[src/rtl/controle_verificacao_pkg.sv]
// Shared types for the password verification controller.
//   senhaPac_t     : packed password, DIGITOS BCD digits of 4 bits each.
//   SENHA_VAZIA    : "blank" password value (all digits 4'hF), used as reset value.
//   estado_ctrl_t  : controller state encoding.
package controle_verificacao_pkg;

  localparam int unsigned DIGITOS = 6;
  localparam int unsigned DIG_W   = 4;

  typedef logic [DIGITOS-1:0][DIG_W-1:0] senhaPac_t;

  localparam senhaPac_t SENHA_VAZIA = {DIGITOS{4'hF}};

  typedef enum logic [2:0] {
    ST_IDLE,
    ST_DISPARA,
    ST_ESPERA,
    ST_RESULT,
    ST_BLOQUEIO
  } estado_ctrl_t;

endpackage

[src/rtl/controle_verificacao_temporizador_bloqueio.sv]
// Lockout timer: loadable 8-bit down-counter that stops at zero.
// Ports:
//   clk, rst_n   : clock, asynchronous active-low reset
//   load         : load T_BLOQ (has priority over tick)
//   tick         : decrement by one when non-zero
//   tempo_rest   : remaining ticks (registered)
//   zero         : counter is zero (decoded from the register)
module controle_verificacao_temporizador_bloqueio #(
  parameter int unsigned T_BLOQ = 30
) (
  input  logic       clk,
  input  logic       rst_n,
  input  logic       load,
  input  logic       tick,
  output logic [7:0] tempo_rest,
  output logic       zero
);

  logic [7:0] tempo_q;

  // Load wins so a tick coinciding with lockout entry is dropped.
  always_ff @(posedge clk or negedge rst_n) begin
    if (!rst_n) begin
      tempo_q <= 8'd0;
    end else if (load) begin
      tempo_q <= 8'(T_BLOQ);
    end else if (tick && (tempo_q != 8'd0)) begin
      tempo_q <= tempo_q - 8'd1;
    end
  end

  assign tempo_rest = tempo_q;
  assign zero       = (tempo_q == 8'd0);

endmodule

[src/rtl/controle_verificacao.sv]
// Sequencing controller for the shared password verifier.
// Captures one attempt and replays it against every enabled slot, lowest
// first, through a single external verifier; reports the matching slot,
// counts consecutive failures and enforces a timed lockout.
// Ports:
//   clk, rst_n                 : clock, asynchronous active-low reset
//   tick                       : 1 s time base for the lockout
//   valid_in, senha_teste      : new attempt (pulse) and its value
//   senhas, slot_en            : stored passwords and per-slot enable
//   vs_valid, vs_senha_teste,
//   vs_senha_real              : start pulse and operands to the verifier
//   vs_done, vs_senha_ok       : verifier completion and result
//   busy, done, senha_ok,
//   slot_idx                   : attempt status and result
//   rejeitado                  : valid_in arrived while not idle
//   bloqueado, tentativas,
//   tempo_rest                 : lockout status, failure count, ticks left
module controle_verificacao
  import controle_verificacao_pkg::*;
#(
  parameter int unsigned N_SLOTS  = 5,
  parameter int unsigned MAX_TENT = 3,
  parameter int unsigned T_BLOQ   = 30,
  parameter int unsigned T_WDOG   = 64,
  localparam int unsigned IDX_W   = (N_SLOTS > 1) ? $clog2(N_SLOTS) : 1
) (
  input  logic              clk,
  input  logic              rst_n,
  input  logic              tick,
  input  logic              valid_in,
  input  senhaPac_t         senha_teste,
  input  senhaPac_t         senhas [N_SLOTS],
  input  logic [N_SLOTS-1:0] slot_en,
  output logic              vs_valid,
  output senhaPac_t         vs_senha_teste,
  output senhaPac_t         vs_senha_real,
  input  logic              vs_done,
  input  logic              vs_senha_ok,
  output logic              busy,
  output logic              done,
  output logic              senha_ok,
  output logic [IDX_W-1:0]  slot_idx,
  output logic              rejeitado,
  output logic              bloqueado,
  output logic [3:0]        tentativas,
  output logic [7:0]        tempo_rest
);

  localparam int unsigned WDOG_W = $clog2(T_WDOG + 1);

  estado_ctrl_t      estado_q;
  logic [IDX_W-1:0]  idx_q;
  logic [WDOG_W-1:0] wdog_q;
  logic              vs_valid_q;
  senhaPac_t         vs_senha_teste_q;
  senhaPac_t         vs_senha_real_q;
  logic              done_q;
  logic              senha_ok_q;
  logic [IDX_W-1:0]  slot_idx_q;
  logic              rejeitado_q;
  logic [3:0]        tentativas_q;

  logic              prim_ok;
  logic [IDX_W-1:0]  prim_idx;
  senhaPac_t         prim_senha;
  logic              prox_ok;
  logic [IDX_W-1:0]  prox_idx;
  senhaPac_t         prox_senha;
  logic [3:0]        tent_falha;
  logic              wdog_fim;
  logic              carrega_bloq;
  logic              tick_bloq;
  logic              tempo_zero;

  // Slot selection: lowest enabled slot, and lowest enabled slot above idx_q.
  always_comb begin
    prim_ok    = 1'b0;
    prim_idx   = '0;
    prim_senha = senhas[0];
    prox_ok    = 1'b0;
    prox_idx   = '0;
    prox_senha = senhas[0];
    for (int unsigned i = 0; i < N_SLOTS; i++) begin
      if (slot_en[i] && !prim_ok) begin
        prim_ok    = 1'b1;
        prim_idx   = IDX_W'(i);
        prim_senha = senhas[i];
      end
      if (slot_en[i] && !prox_ok && (i > 32'(idx_q))) begin
        prox_ok    = 1'b1;
        prox_idx   = IDX_W'(i);
        prox_senha = senhas[i];
      end
    end
  end

  // Failure count saturates at MAX_TENT.
  assign tent_falha = (tentativas_q < 4'(MAX_TENT)) ? (tentativas_q + 4'd1) : tentativas_q;
  assign wdog_fim   = (wdog_q == WDOG_W'(T_WDOG - 1));

  assign carrega_bloq = (estado_q == ST_RESULT) && (tentativas_q == 4'(MAX_TENT));
  assign tick_bloq    = tick && (estado_q == ST_BLOQUEIO);

  // Controller FSM with registered outputs.
  always_ff @(posedge clk or negedge rst_n) begin
    if (!rst_n) begin
      estado_q         <= ST_IDLE;
      idx_q            <= '0;
      wdog_q           <= '0;
      vs_valid_q       <= 1'b0;
      vs_senha_teste_q <= SENHA_VAZIA;
      vs_senha_real_q  <= SENHA_VAZIA;
      done_q           <= 1'b0;
      senha_ok_q       <= 1'b0;
      slot_idx_q       <= '0;
      rejeitado_q      <= 1'b0;
      tentativas_q     <= 4'd0;
    end else begin
      vs_valid_q  <= 1'b0;
      done_q      <= 1'b0;
      rejeitado_q <= valid_in && (estado_q != ST_IDLE);

      unique case (estado_q)
        ST_IDLE: begin
          if (valid_in) begin
            vs_senha_teste_q <= senha_teste;
            if (prim_ok) begin
              // Operand is latched together with the start pulse.
              idx_q           <= prim_idx;
              vs_senha_real_q <= prim_senha;
              vs_valid_q      <= 1'b1;
              estado_q        <= ST_DISPARA;
            end else begin
              done_q       <= 1'b1;
              senha_ok_q   <= 1'b0;
              slot_idx_q   <= '0;
              tentativas_q <= tent_falha;
              estado_q     <= ST_RESULT;
            end
          end
        end

        ST_DISPARA: begin
          wdog_q   <= '0;
          estado_q <= ST_ESPERA;
        end

        ST_ESPERA: begin
          if (vs_done && vs_senha_ok) begin
            done_q       <= 1'b1;
            senha_ok_q   <= 1'b1;
            slot_idx_q   <= idx_q;
            tentativas_q <= 4'd0;
            estado_q     <= ST_RESULT;
          end else if (vs_done || wdog_fim) begin
            // Mismatch or silent verifier: move on to the next slot.
            if (prox_ok) begin
              idx_q           <= prox_idx;
              vs_senha_real_q <= prox_senha;
              vs_valid_q      <= 1'b1;
              estado_q        <= ST_DISPARA;
            end else begin
              done_q       <= 1'b1;
              senha_ok_q   <= 1'b0;
              slot_idx_q   <= '0;
              tentativas_q <= tent_falha;
              estado_q     <= ST_RESULT;
            end
          end else begin
            wdog_q <= wdog_q + WDOG_W'(1);
          end
        end

        ST_RESULT: begin
          estado_q <= carrega_bloq ? ST_BLOQUEIO : ST_IDLE;
        end

        ST_BLOQUEIO: begin
          if (tempo_zero) begin
            tentativas_q <= 4'd0;
            estado_q     <= ST_IDLE;
          end
        end

        default: estado_q <= ST_IDLE;
      endcase
    end
  end

  controle_verificacao_temporizador_bloqueio #(
    .T_BLOQ (T_BLOQ)
  ) u_temporizador_bloqueio (
    .clk        (clk),
    .rst_n      (rst_n),
    .load       (carrega_bloq),
    .tick       (tick_bloq),
    .tempo_rest (tempo_rest),
    .zero       (tempo_zero)
  );

  assign vs_valid       = vs_valid_q;
  assign vs_senha_teste = vs_senha_teste_q;
  assign vs_senha_real  = vs_senha_real_q;
  assign done           = done_q;
  assign senha_ok       = senha_ok_q;
  assign slot_idx       = slot_idx_q;
  assign rejeitado      = rejeitado_q;
  assign tentativas     = tentativas_q;
  assign busy           = (estado_q == ST_DISPARA) || (estado_q == ST_ESPERA) ||
                          (estado_q == ST_RESULT);
  assign bloqueado      = (estado_q == ST_BLOQUEIO);

endmodule
[config.mk]
export PLATFORM = sky130hd
export DESIGN_NAME = controle_verificacao
export DESIGN_NICKNAME = d
export VERILOG_FILES = /design/src/rtl/controle_verificacao_pkg.sv /design/src/rtl/controle_verificacao_temporizador_bloqueio.sv /design/src/rtl/controle_verificacao.sv
export SDC_FILE = /design/constraint.sdc
export NUM_CORES = 1
export LEC_CHECK = 0
export ABC_AREA = 1
export ABC_CLOCK_PERIOD_IN_PS = 2100
export CORE_ASPECT_RATIO = 0.8
export CORE_UTILIZATION = 46
export DETAILED_ROUTE_END_ITERATION = 7
export PLACE_DENSITY_LB_ADDON = 0.12
export SYNTH_ARGS = -nofsm -noshare
export SYNTH_HDL_FRONTEND = slang
export SYNTH_SLANG_ARGS = --single-unit
[constraint.sdc]
create_clock -name clk -period 2.1 [get_ports clk]
set_input_delay 0.315 -clock clk [delete_from_list [all_inputs] [get_ports clk]]
set_output_delay 0.315 -clock clk [all_outputs]
set_load 0.01 [all_outputs]
Word-level counts from Yosys, hierarchy flattened:

Cells that the tools add are included.

* input port bits: 155
* bits in registers: 80
* output and inout port bits: 69

* order comparisons: 5
* add/subtract/negate cells: 3
* reductions and logical operators: 40
* equal/unequal tests: 16
* muxes and demuxes: 82

Operators with widths (number)
* $mux 24: 13
* $mux 3: 20
* $pmux 24 s2: 1
* $mux 4: 7
* $mux 1: 26
* $logic_and 1x1->1: 16
* $mux 8: 2
* $pmux 3 s5: 1
* $mux 7: 2
* $ne 2x2->1 const B: 7
* $pmux 7 s2: 1
* $pmux 3 s2: 2
* $pmux 4 s3: 1
* $reduce_and 6->1: 2
* $logic_not 8->1: 1
* $reduce_bool 8->1: 1
* $sub 8x1->8 const B: 1
* $add 7x1->7 const B: 1
* $eq 7x6->1 const B: 1
* $logic_not 1->1: 7
* $eq 3x2->1 const B: 2
* $gt 2x3->1 const A: 2
* $mux 2: 3
* $ne 3x3->1 const B: 2
* 16 further kinds: 24

Logic depth before layout (Yosys ltp):

Gate-level depths: netlist of run 1.

* depth in word-level cells: 19
* gate-level depth with buffers: 12
* depth with buffers taken out: 11

Modules after synthesis:

A second synthesis of run 1 with hierarchy kept.

* cells, all modules: 1045
* area, all modules: 6506.2 sq um

Modules (own cells, without submodules)
* controle_verificacao: sequential area each 1861.8 sq um, times used 1, cells an instance 978, area an instance 5999.5 sq um
* controle_verificacao_temporizador_bloqueio: sequential area each 200.2 sq um, times used 1, cells an instance 67, area an instance 506.7 sq um

Worst setup path after synthesis of run 1:

No wires, ideal clock.

* path kind: register to register
* start: register wdog_q[0]
* end: register vs_senha_real_q, in the netlist vs_senha_real[1]
* clock period less this slack: 1.587 ns
* data required time: 2.024 ns
* arrival time: 1.511 ns
* slack: 0.513 ns
* stages on the path, launching flop included: 13
* cells stage by stage: dfrtp_1 > ha_1 > inv_1 > nor2_1 > nand2_1 > nand2_1 > nand2_1 > nand2_1 > nand3_2 > buf_4 > buf_6 > nand2_1 > nand2_1

* longest elaborated chain between the ends: 4

RTL lines
* start: declaration: line controle_verificacao.sv:53 `logic [WDOG_W-1:0] wdog_q;`
* start signal: assignment: line controle_verificacao.sv:170 `wdog_q <= wdog_q + WDOG_W'(1);`
* $eq 7x6->1: line controle_verificacao.sv:99 `assign wdog_fim = (wdog_q == WDOG_W'(T_WDOG - 1));`
* $logic_or 1x1->1: line controle_verificacao.sv:155 `end else if (vs_done || wdog_fim) begin`
* $ne 2x2->1 (no source line)
* $reduce_and 6->1 (no source line)
* end signal: assignment: line controle_verificacao.sv:130 `vs_senha_real_q <= prim_senha;`
* end signal: assignment: line controle_verificacao.sv:159 `vs_senha_real_q <= prox_senha;`
* end: declaration: line controle_verificacao.sv:56 `senhaPac_t vs_senha_real_q;`

Every way passes these cells.
A chain may end at the register's enable or synchronous reset.

Worst setup path in the final report of run 1:

* start: register estado_q[1]
* end: output port busy

* longest elaborated chain between the ends: 3

RTL lines
* start: declaration: line controle_verificacao.sv:51 `estado_ctrl_t estado_q;`
* start signal: assignment: line controle_verificacao.sv:175 `estado_q <= carrega_bloq ? ST_BLOQUEIO : ST_IDLE;`
* $eq 3x1->1 or $eq 3x2->1 (tied branches): line controle_verificacao.sv:209 `assign busy = (estado_q == ST_DISPARA) || (estado_q == ST_ESPERA) ||`
* $logic_or 1x1->1: line controle_verificacao.sv:209
* $logic_or 1x1->1 (*): line controle_verificacao.sv:209
* end: declaration: line controle_verificacao.sv:39 `output logic busy,`

Mark *: on every way between the ends. The rest lies on a longest branch, timed or not.

==> results of run 1 <==
critical path: stages, from the launching register on:
cell and delay, ns:
dfrtp_1 0.45, inv_2 0.10, a21oi_1 0.18, clkdlybuf4s50_1 0.56
cells in the final DEF (no fill, tap or decap), types with 10 or more instances in the layout:
| master | synthesis | routed |
|---|---|---|
| nand2_1 | 287 | 287 |
| clkdlybuf4s50_1 | 0 | 221 |
| inv_1 | 151 | 150 |
| nand3_1 | 119 | 119 |
| o21ai_0 | 72 | 72 |
| nor2_1 | 51 | 50 |
| dfstp_2 | 48 | 48 |
| a21oi_1 | 38 | 38 |
| dfrtp_1 | 32 | 32 |
| o21ai_1 | 31 | 31 |
| buf_4 | 6 | 29 |
| mux2_2 | 24 | 24 |
| or2_0 | 15 | 15 |
| clkbuf_16 | 0 | 12 |
| inv_2 | 9 | 10 |
final timing paths:
path                                        start                end  slack (ns)  cells after the start
min in group asynchronous                   rst_n      tentativas[0]        0.49                      2
worst min register to register  vs_senha_real[10]  vs_senha_real[10]        0.47                      2
max in group asynchronous                   rst_n  vs_senha_real[14]        0.91                      3
worst max-delay path                  estado_q[1]               busy        0.15                      3
worst max register to register          wdog_q[0]      tentativas[3]        0.26                     10
worst min-delay path            vs_senha_real[10]  vs_senha_real[10]        0.47                      2
area by class of cell:
type,instances,area [um^2],area share [%]
timing repair buffer,258,2572,28.22
clock buffer,12,300.3,3.294
multi-input combinational,685,3328,36.51
antenna,1,2.502,0.02745
inverter,160,600.6,6.589
clock inverter,4,30.03,0.3294
tap,175,219.0,2.402
sequential,80,2062,22.62
layer usage:
layer | vias up | track usage [%] | share of wire, %
li1 | 3506 | - | -
met1 | 3177 | 36.97 | 44
met2 | 249 | 45.58 | 46
met3 | 28 | 6.533 | 8.1
met4 | 0 | 6.977 | 1.7
met5 | - | 0 | 0
power by group:
group | total (mW) | switching [mW] | internal (mW)
Clock | 1.65 | 0.632 | 1.02
Sequential | 2.90 | 0.391 | 2.51
Combinational | 5.78 | 3.04 | 2.74
Total | 10.3 | 4.06 | 6.27
through the flow:
step	setup slack (ns)	TNS [ns]	std cells
after detailed placement	-0.08611	-0.3142	1357
after CTS	0.04986	0	1374
after global routing	0.04787	0	1374
final	0.1490	0	1375
after floorplan	0.5132	0	971
after global placement	-0.04069	-0.07160	1357
logic make-up (layout without fill, tap and decap cells):
logic type / Yosys count / after routing
and+or+nand+nor: 506 / 506
buffers and inverters: 206 / 434
AOI/OAI and AO/OA: 146 / 146
DFF: 80 / 80
muxes: 24 / 24
xor gates and xnor gates: 5 / 5
adders and majority gates: 4 / 4
other: 0 / 1
flip-flops by register name, summed over array words and instances (netlist names), 3 cells and up:
signal / count
estado_q: 3
vs_senha_real: 24
slot_idx: 3
vs_senha_teste: 24
wdog_q: 7
u_temporizador_bloqueio.tempo_rest: 8
idx_q: 3
tentativas: 4
repair_timing:
action | 4_1_cts | 5_1_grt
gates resized for setup | 0 | 3
endpoints found under the hold margin | 9 | 0
endpoints found under the setup margin | 0 | 2
hold buffers | 1 | 0
==> metrics, run 1 <==
outcome=completed; Worst EP required=1.78 ns; XOR/XNOR Fraction of Synth Area=0.7025%; most frequent cell after synthesis=nand2_1; clock transition at the registers of the reported paths=0.06 ns; initial drt markers=505; Synth Area in Simple Gates=35.57%; GPL Wtd Cong=0.9408; Final Hold Viols=0; Cell Rows=37; post-synthesis net count=1130; adder-cell area share of the yosys netlist=0.8029%; list of most frequent post-synthesis cells=287 x nand2_1, 151 x inv_1, 119 x nand3_1; Total Wirelength=18.94 mm; global route overflow=0; vias per inst=5.062; total of max-cap violations=0; Root Buffer=clkbuf_16; Pwr Total=10.33 mW; DRC Markers=0; final setup vio count=0; Critical Path AT=1.64 ns; HPWL after DPL=14.67 mm; multiplexer share of the synthesized area=4.336%; nets@finish=1353; Clk Latency, worst-skew pair=0.34 ns; largest family of logic cells by synthesized area=simple AND/OR/NAND/NOR gates; Pwr per Cell Area=1134 nW/um^2; fillers=1170; leakage power=4.422 nW; Peak VDD IR=0.7836 mV; vias=6960; Overall Global Routing Usage=27.82%; Mean Syn Cell Area=6.420 um^2; number of synthesized flops with an enable pin=0; Async S/R FF share, synth=100.0%; pin count of the biggest net entering global routing=40; clock sink count=80; Most used DFF post-synth=dfstp_2; CTS Buffer Depth=2; Top-Level Pins=224; Worst Setup Path Type=flip-flop to primary output; f_max=512.6 MHz; port bufs=223; Cell Area, Placed=8767 um^2; CTS tree=built; Worst Skew=0.005624 ns; chip height=106.1 um; layout cell share with drive strength beyond 1=12.76%; initial antenna violation count=0; CP Launch Type=flip-flop; ANT nets after route=0; die width=132.2 um; Mapped Cells=971; Final Instance Area=9115 um^2; RSZ-0062 raised after global routing=false; Hold WS=0.4656 ns; synth top area cells=dfstp_2 20%, nand2_1 17%, dfrtp_1 13%; register area share after synthesis=33.08%; Core Util, Final=69.82%; Yosys top cell by area=dfstp_2; fin. max-slew vios=0; Final min period=1.951 ns; Initial Util=47.75%; synth unique cells=32; crit-path max FO=4; FF+latch count, synth=80; Post-Syn Area=6233 um^2; first-pass GRT wire length=31.14 mm; synth warn=0; Area Overhead vs Synth=46.23%; H-Tree Depth=3; Synth top area share=20.23%; Slew @ Worst Pin=0.5725 ns; vias in the first global route=6426; DR WL/cell=13.77 um; slew margin rel.=61.78%; CP Capture Type=primary output; Num CTS Buffers=9; die area=14020 um^2; Compound-Gate Fraction of Synth Area=11.94%; DRT Pass-1 Iters=5; post-CTS setup buffers=0; Tcrit/Tclk final=92.90%; Min-Delay Path Class=flip-flop to flip-flop; core region area=13060 um^2
No activity file was read; power rests on OpenSTA's default activity.
==> inputs of run 2 (changes only) <==
--- a/config.mk
+++ b/config.mk
@@ -6,10 +6,12 @@
 export NUM_CORES = 1
 export LEC_CHECK = 0
 export ABC_AREA = 1
-export ABC_CLOCK_PERIOD_IN_PS = 2100
+export ABC_CLOCK_PERIOD_IN_PS = 2270
+export CAP_MARGIN = 40
 export CORE_ASPECT_RATIO = 0.8
-export CORE_UTILIZATION = 46
+export CORE_UTILIZATION = 50
 export DETAILED_ROUTE_END_ITERATION = 7
+export DONT_BUFFER_PORTS = 1
 export PLACE_DENSITY_LB_ADDON = 0.12
 export SYNTH_ARGS = -nofsm -noshare
 export SYNTH_HDL_FRONTEND = slang
==> constraint.sdc (replaced) <==
create_clock -name clk -period 2.27 [get_ports clk]
set_input_delay 0.3405 -clock clk [delete_from_list [all_inputs] [get_ports clk]]
set_output_delay 0.3405 -clock clk [all_outputs]
set_load 0.01 [all_outputs]
==> run 2 against run 1 <==
Compared with the run above:
- combinational power is 40% lower
- global-route usage is 2.1 points lower
- routed wire length is 12% lower
- cell count is 19% lower
- cell area is 27% lower
- hold slack worse by 0.33 ns
- first-iteration DRC count is 44% lower
- critical endpoint is now vs_senha_real[2]
- largest power group unchanged
==> metrics, run 2 (synthesized netlist as in run 1, its figures left out) <==
CP Capture Type=flip-flop; FF-to-FF End=vs_senha_real[2]; fin. max-slew vios=0; Placement Setup Slack=0.4231 ns; die width=126.8 um; Peak VDD IR=0.6583 mV; Worst Setup Path Type=flip-flop to flip-flop; total of max-cap violations=0; Final Instance Area=6694 um^2; HPWL after DPL=12.38 mm; final setup vio count=0; Clk Latency, worst-skew pair=0.33 ns; post-CTS setup buffers=0; antenna cells=0; outcome=completed; Pwr per Cell Area=1209 nW/um^2; first-pass GRT wire length=26.44 mm; pin count of the biggest net entering global routing=81; ANT nets after route=0; Total Wirelength=16.66 mm; crit-path max FO=48; Cell Rows=36; H-Tree Depth=3; clock transition at the registers of the reported paths=0.06 ns; Worst EP required=2.54 ns; Hold Path Cell Cnt=2; DRT Pass-1 Iters=5; Sum Neg Setup Slack=0 ns; CP Launch Type=flip-flop; most frequent cells in the layout=287 x nand2_1, 151 x inv_1, 118 x nand3_1; CTS Hold Buffers Added=2; Final Hold Viols=0; vias per inst=5.334; # resized after CTS=0; nets@finish=1112; Hold EP=rejeitado; vias in the first global route=5438; clock sink count=80; DR WL/cell=15.01 um; RSZ-0062 raised after global routing=false; core region area=12160 um^2; CTS Buffer Depth=2; HP Start=valid_in; leakage power=3.452 nW; f_max=536.1 MHz; Initial Util=51.26%; Slew @ Worst Pin=0.5254 ns; Inst Count DP=1092; initial antenna violation count=0; Cell Area, Placed=6321 um^2; Critical Path AT=2.13 ns; Top-Level Pins=224; Num CTS Buffers=9; CTS tree=built; Final min period=1.865 ns; chip height=101.9 um; port bufs=0; cell depth of the worst flop-to-flop path=12; r2r startpoint=wdog_q[0]; most common cell after layout, fill and taps aside=nand2_1; initial drt markers=281; Worst Skew=0.004485 ns; Core Util, Final=55.04%; global route overflow=0; Post-Layout Cell Count=1110; Setup WS post-layout=0.4048 ns; Min-Delay Path Class=input port to flip-flop; layout cell share with drive strength beyond 1=13.78%; vias=5921; Overall Global Routing Usage=25.73%; die area=12920 um^2; Root Buffer=clkbuf_16; r2r setup slk=0.40 ns; DRC Markers=0; GPL Wtd Cong=0.8255; Area Overhead vs Synth=7.387%; Tcrit/Tclk final=82.17%; slew margin rel.=64.71%
## run 2: how the worst max path moves through the flow
| stage | startpoint | to | slack [ns] | cells past startpoint |
|---|---|---|---|---|
| finish | wdog_q[0] | vs_senha_real[2] | 0.40 | 12 |
| global route | wdog_q[0] | vs_senha_real[17] | 0.12 | 12 |
| CTS | wdog_q[0] | vs_senha_real[2] | 0.40 | 12 |
| detailed placement | wdog_q[0] | vs_senha_real[2] | 0.42 | 12 |
| global placement | wdog_q[0] | vs_senha_real[1] | 0.44 | 12 |
| floorplan | wdog_q[0] | vs_senha_real[1] | 0.68 | 12 |
## run 2: metrics by stage
stage | hold WS [ns] | power [mW]
finish | 0.1369 | 8.092
CTS | 0.1250 | 8.185
global route | 0.1293 | 8.809
detailed placement | 0.04590 | 6.554
global placement | 0.04605 | 6.521
floorplan | 0.04491 | 5.753
## run 2: final cells by class
| class | instances | area, um^2 |
|---|---|---|
| clock buffers | 12 | 279.0 |
| clock inverters | 4 | 56.30 |
| fillers | 1241 | 5468 |
| inverters | 160 | 600.6 |
| multi-input cells | 685 | 3331 |
| flip-flops and latches | 80 | 2062 |
| well taps | 152 | 190.2 |
| repair buffers | 17 | 175.2 |
## run 2: critical path, stage by stage, from the launching register on
cell	delay, ns
dfrtp_1	0.40
ha_1	0.18
inv_1	0.05
nor2_1	0.19
nand2_1	0.11
nand2_1	0.07
nand2_1	0.05
nand2_1	0.09
nand3_2	0.08
buf_4	0.28
nor2_1	0.14
nand3_1	0.08
nand2_1	0.06
## run 2: routing by layer
| metal | GRT usage [%] | part of all wire [%] | vias to the layer above |
|---|---|---|---|
| met5 | 0 | 0 | - |
| met4 | 4.212 | 0.92 | 0 |
| met3 | 9.267 | 9.1 | 14 |
| met2 | 44.13 | 47 | 193 |
| met1 | 31.79 | 43 | 2693 |
| li1 | - | - | 3021 |
## run 2: report_power, final
group	internal, mW	leakage [nW]	switching (mW)
clock	0.993	0.164	0.562
combinational	1.30	2.36	2.17
sequential	2.35	0.932	0.720
==> inputs of run 3 (changes only) <==
--- a/config.mk
+++ b/config.mk
@@ -6,7 +6,7 @@
 export NUM_CORES = 1
 export LEC_CHECK = 0
 export ABC_AREA = 1
-export ABC_CLOCK_PERIOD_IN_PS = 2270
+export ABC_CLOCK_PERIOD_IN_PS = 1700
 export CAP_MARGIN = 40
 export CORE_ASPECT_RATIO = 0.8
 export CORE_UTILIZATION = 50
==> constraint.sdc (replaced) <==
create_clock -name clk -period 1.7 [get_ports clk]
set_input_delay 0.255 -clock clk [delete_from_list [all_inputs] [get_ports clk]]
set_output_delay 0.255 -clock clk [all_outputs]
set_load 0.01 [all_outputs]
==> run 3 against run 2 <==
Compared with the run above:
- the flow now finishes with violations (negative hold slack, negative setup slack)
- combinational power grew 72%
- critical path depth grew 1
- hold slack lost 0.53 ns
- sequential power grew 33%
- power grew 46%
- sequential share of layout area shrank 2.7 points
- critical path type unchanged
- highest routed layer unchanged
==> metrics, run 3 (synthesized netlist as in run 1, its figures left out) <==
Crit path buffers/inverters=3; outcome=finished, violations left; CP max stage delay=0.37 ns; DR WL/cell=15.58 um; H-Tree Depth=3; leakage power=3.718 nW; Setup WS post-layout=-0.004813 ns; CP delay by family, top=simple AND/OR/NAND/NOR gates; total of max-cap violations=0; Root Buffer=clkbuf_16; f_max=586.6 MHz; Comb pwr share=50.4%; CP Launch Type=flip-flop; fin. max-slew vios=0; Final min period=1.705 ns; Min-Delay Path Class=input port to asynchronous set/reset pin; Crit. Startpoint=wdog_q[1]; initial drt markers=339; vias per inst=5.346; r2r startpoint=wdog_q[1]; final setup vio count=1; Worst Skew=0.004844 ns; clock sink count=80; vias in the first global route=5558; Initial Util=51.26%; Critical Path AT=1.99 ns; ANT nets after route=0; die width=126.8 um; Slew @ Worst Pin=0.4197 ns; Hold WS=-0.3902 ns; Clk Latency, worst-skew pair=0.34 ns; nets@finish=1148; port bufs=0; fillers=1171; failing checks=negative hold slack, negative setup slack; crit-path most repeated cell=nand2_2; Overall Global Routing Usage=26.40%; clock transition at the registers of the reported paths=0.06 ns; Top-Level Pins=224; slew margin rel.=71.98%; P_int=6.711 mW; Max stage delay cell, worst path=dfrtp_1; first-pass GRT wire length=26.93 mm; die area=12920 um^2; global route overflow=0; Total Wirelength=17.85 mm; CP Capture Type=flip-flop; Num CTS Buffers=9; vias=6126; antenna cells=0; core region area=12160 um^2; Cell Rows=36; Net Sw Frac=43.32%; DRC Markers=0; Peak VDD IR=0.9084 mV; Pwr per Cell Area=1615 nW/um^2; most common cell after layout, fill and taps aside=nand2_1; Clk pwr share=15.2%; crit path cell chain=ha_2 > inv_2 > nor2_4 > nand2_2 > nand2_2 > nand2_2 > nand2_2 > nand3_4 > buf_6 > clkbuf_16 > nor2_2 > nand2_1 > nand2_1; Sequential Power Share=34.3%; NetSw=5.130 mW; CTS Buffer Depth=2; HPWL after DPL=12.80 mm; RSZ-0062 raised after global routing=true; chip height=101.9 um; Worst EP required=1.98 ns; layout cell share with drive strength beyond 1=20.72%; Tcrit/Tclk final=100.3%; Area Overhead vs Synth=17.58%; initial antenna violation count=0; pin count of the biggest net entering global routing=81; Sum Neg Setup Slack=-0.004813 ns; Worst Setup Path Type=flip-flop to flip-flop; DRT Pass-1 Iters=5; CTS tree=built; crit-path max FO=7; most frequent cells in the layout=281 x nand2_1, 148 x inv_1, 115 x nand3_1; GPL Wtd Cong=0.8124; Final Hold Viols=80
## run 3: power by group through the flow
stage	Sequential (mW)	Combinational, mW	Clock (mW)
3_5_place_dp	4.08	5.15	0
2_1_floorplan	3.89	3.79	0
6_report	4.07	5.97	1.80
5_1_grt	4.18	6.65	1.93
4_1_cts	4.07	5.15	1.84
3_3_place_gp	4.08	5.06	0
## run 3: timing repair
item                                   4_1_cts  5_1_grt
resized for setup                            0       67
buffers inserted                             0        4
setup endpoints to repair                    0       38
endpoints found under the hold margin       80       80
## run 3: layer usage
layer  vias to the layer above  routed length (um)  global-route usage [%]
met5                         -                   0                       0
met4                         0                 276                   6.593
met3                        24                1573                   9.005
met2                       212                8481                   45.05
met1                      2793                7522                   32.30
li1                       3097                   -                       -
## run 3: cell type report
| class | count | area (um^2) | area share [%] |
|---|---|---|---|
| Clock inverter | 7 | 56.30 | 0.7682 |
| Clock buffer | 9 | 225.2 | 3.073 |
| Tap cell | 152 | 190.2 | 2.595 |
| Sequential cell | 80 | 2062 | 28.13 |
| Inverter | 160 | 600.6 | 8.194 |
| Timing Repair Buffer | 53 | 654.4 | 8.928 |
| Multi-Input combinational cell | 685 | 3541 | 48.31 |
## run 3: final timing paths
check                                    end  slack [ns]  cells past startpoint
setup reg to reg           vs_senha_real[23]      -0.005                     13
hold reg to reg             vs_senha_real[6]        0.49                      2
setup / recovery           vs_senha_real[23]      -0.005                     13
hold / removal                 tentativas[1]       -0.39                      0
min in group clk                   rejeitado        0.05                      2
max in group asynchronous  vs_senha_teste[7]        1.85                      0
## run 3: metrics by stage
step	power (mW)	instance area, um^2	setup slack (ns)	util (%)	cells
CTS	11.06	6940	0.009462	57.07	1138
floorplan	7.682	6233	0.1132	-	971
global route	12.76	7330	-0.07152	60.27	1146
detailed placement	9.225	6659	0.01797	54.75	1122
global placement	9.138	6659	0.03304	54.75	1122
finish	11.84	7330	-0.004813	60.27	1146
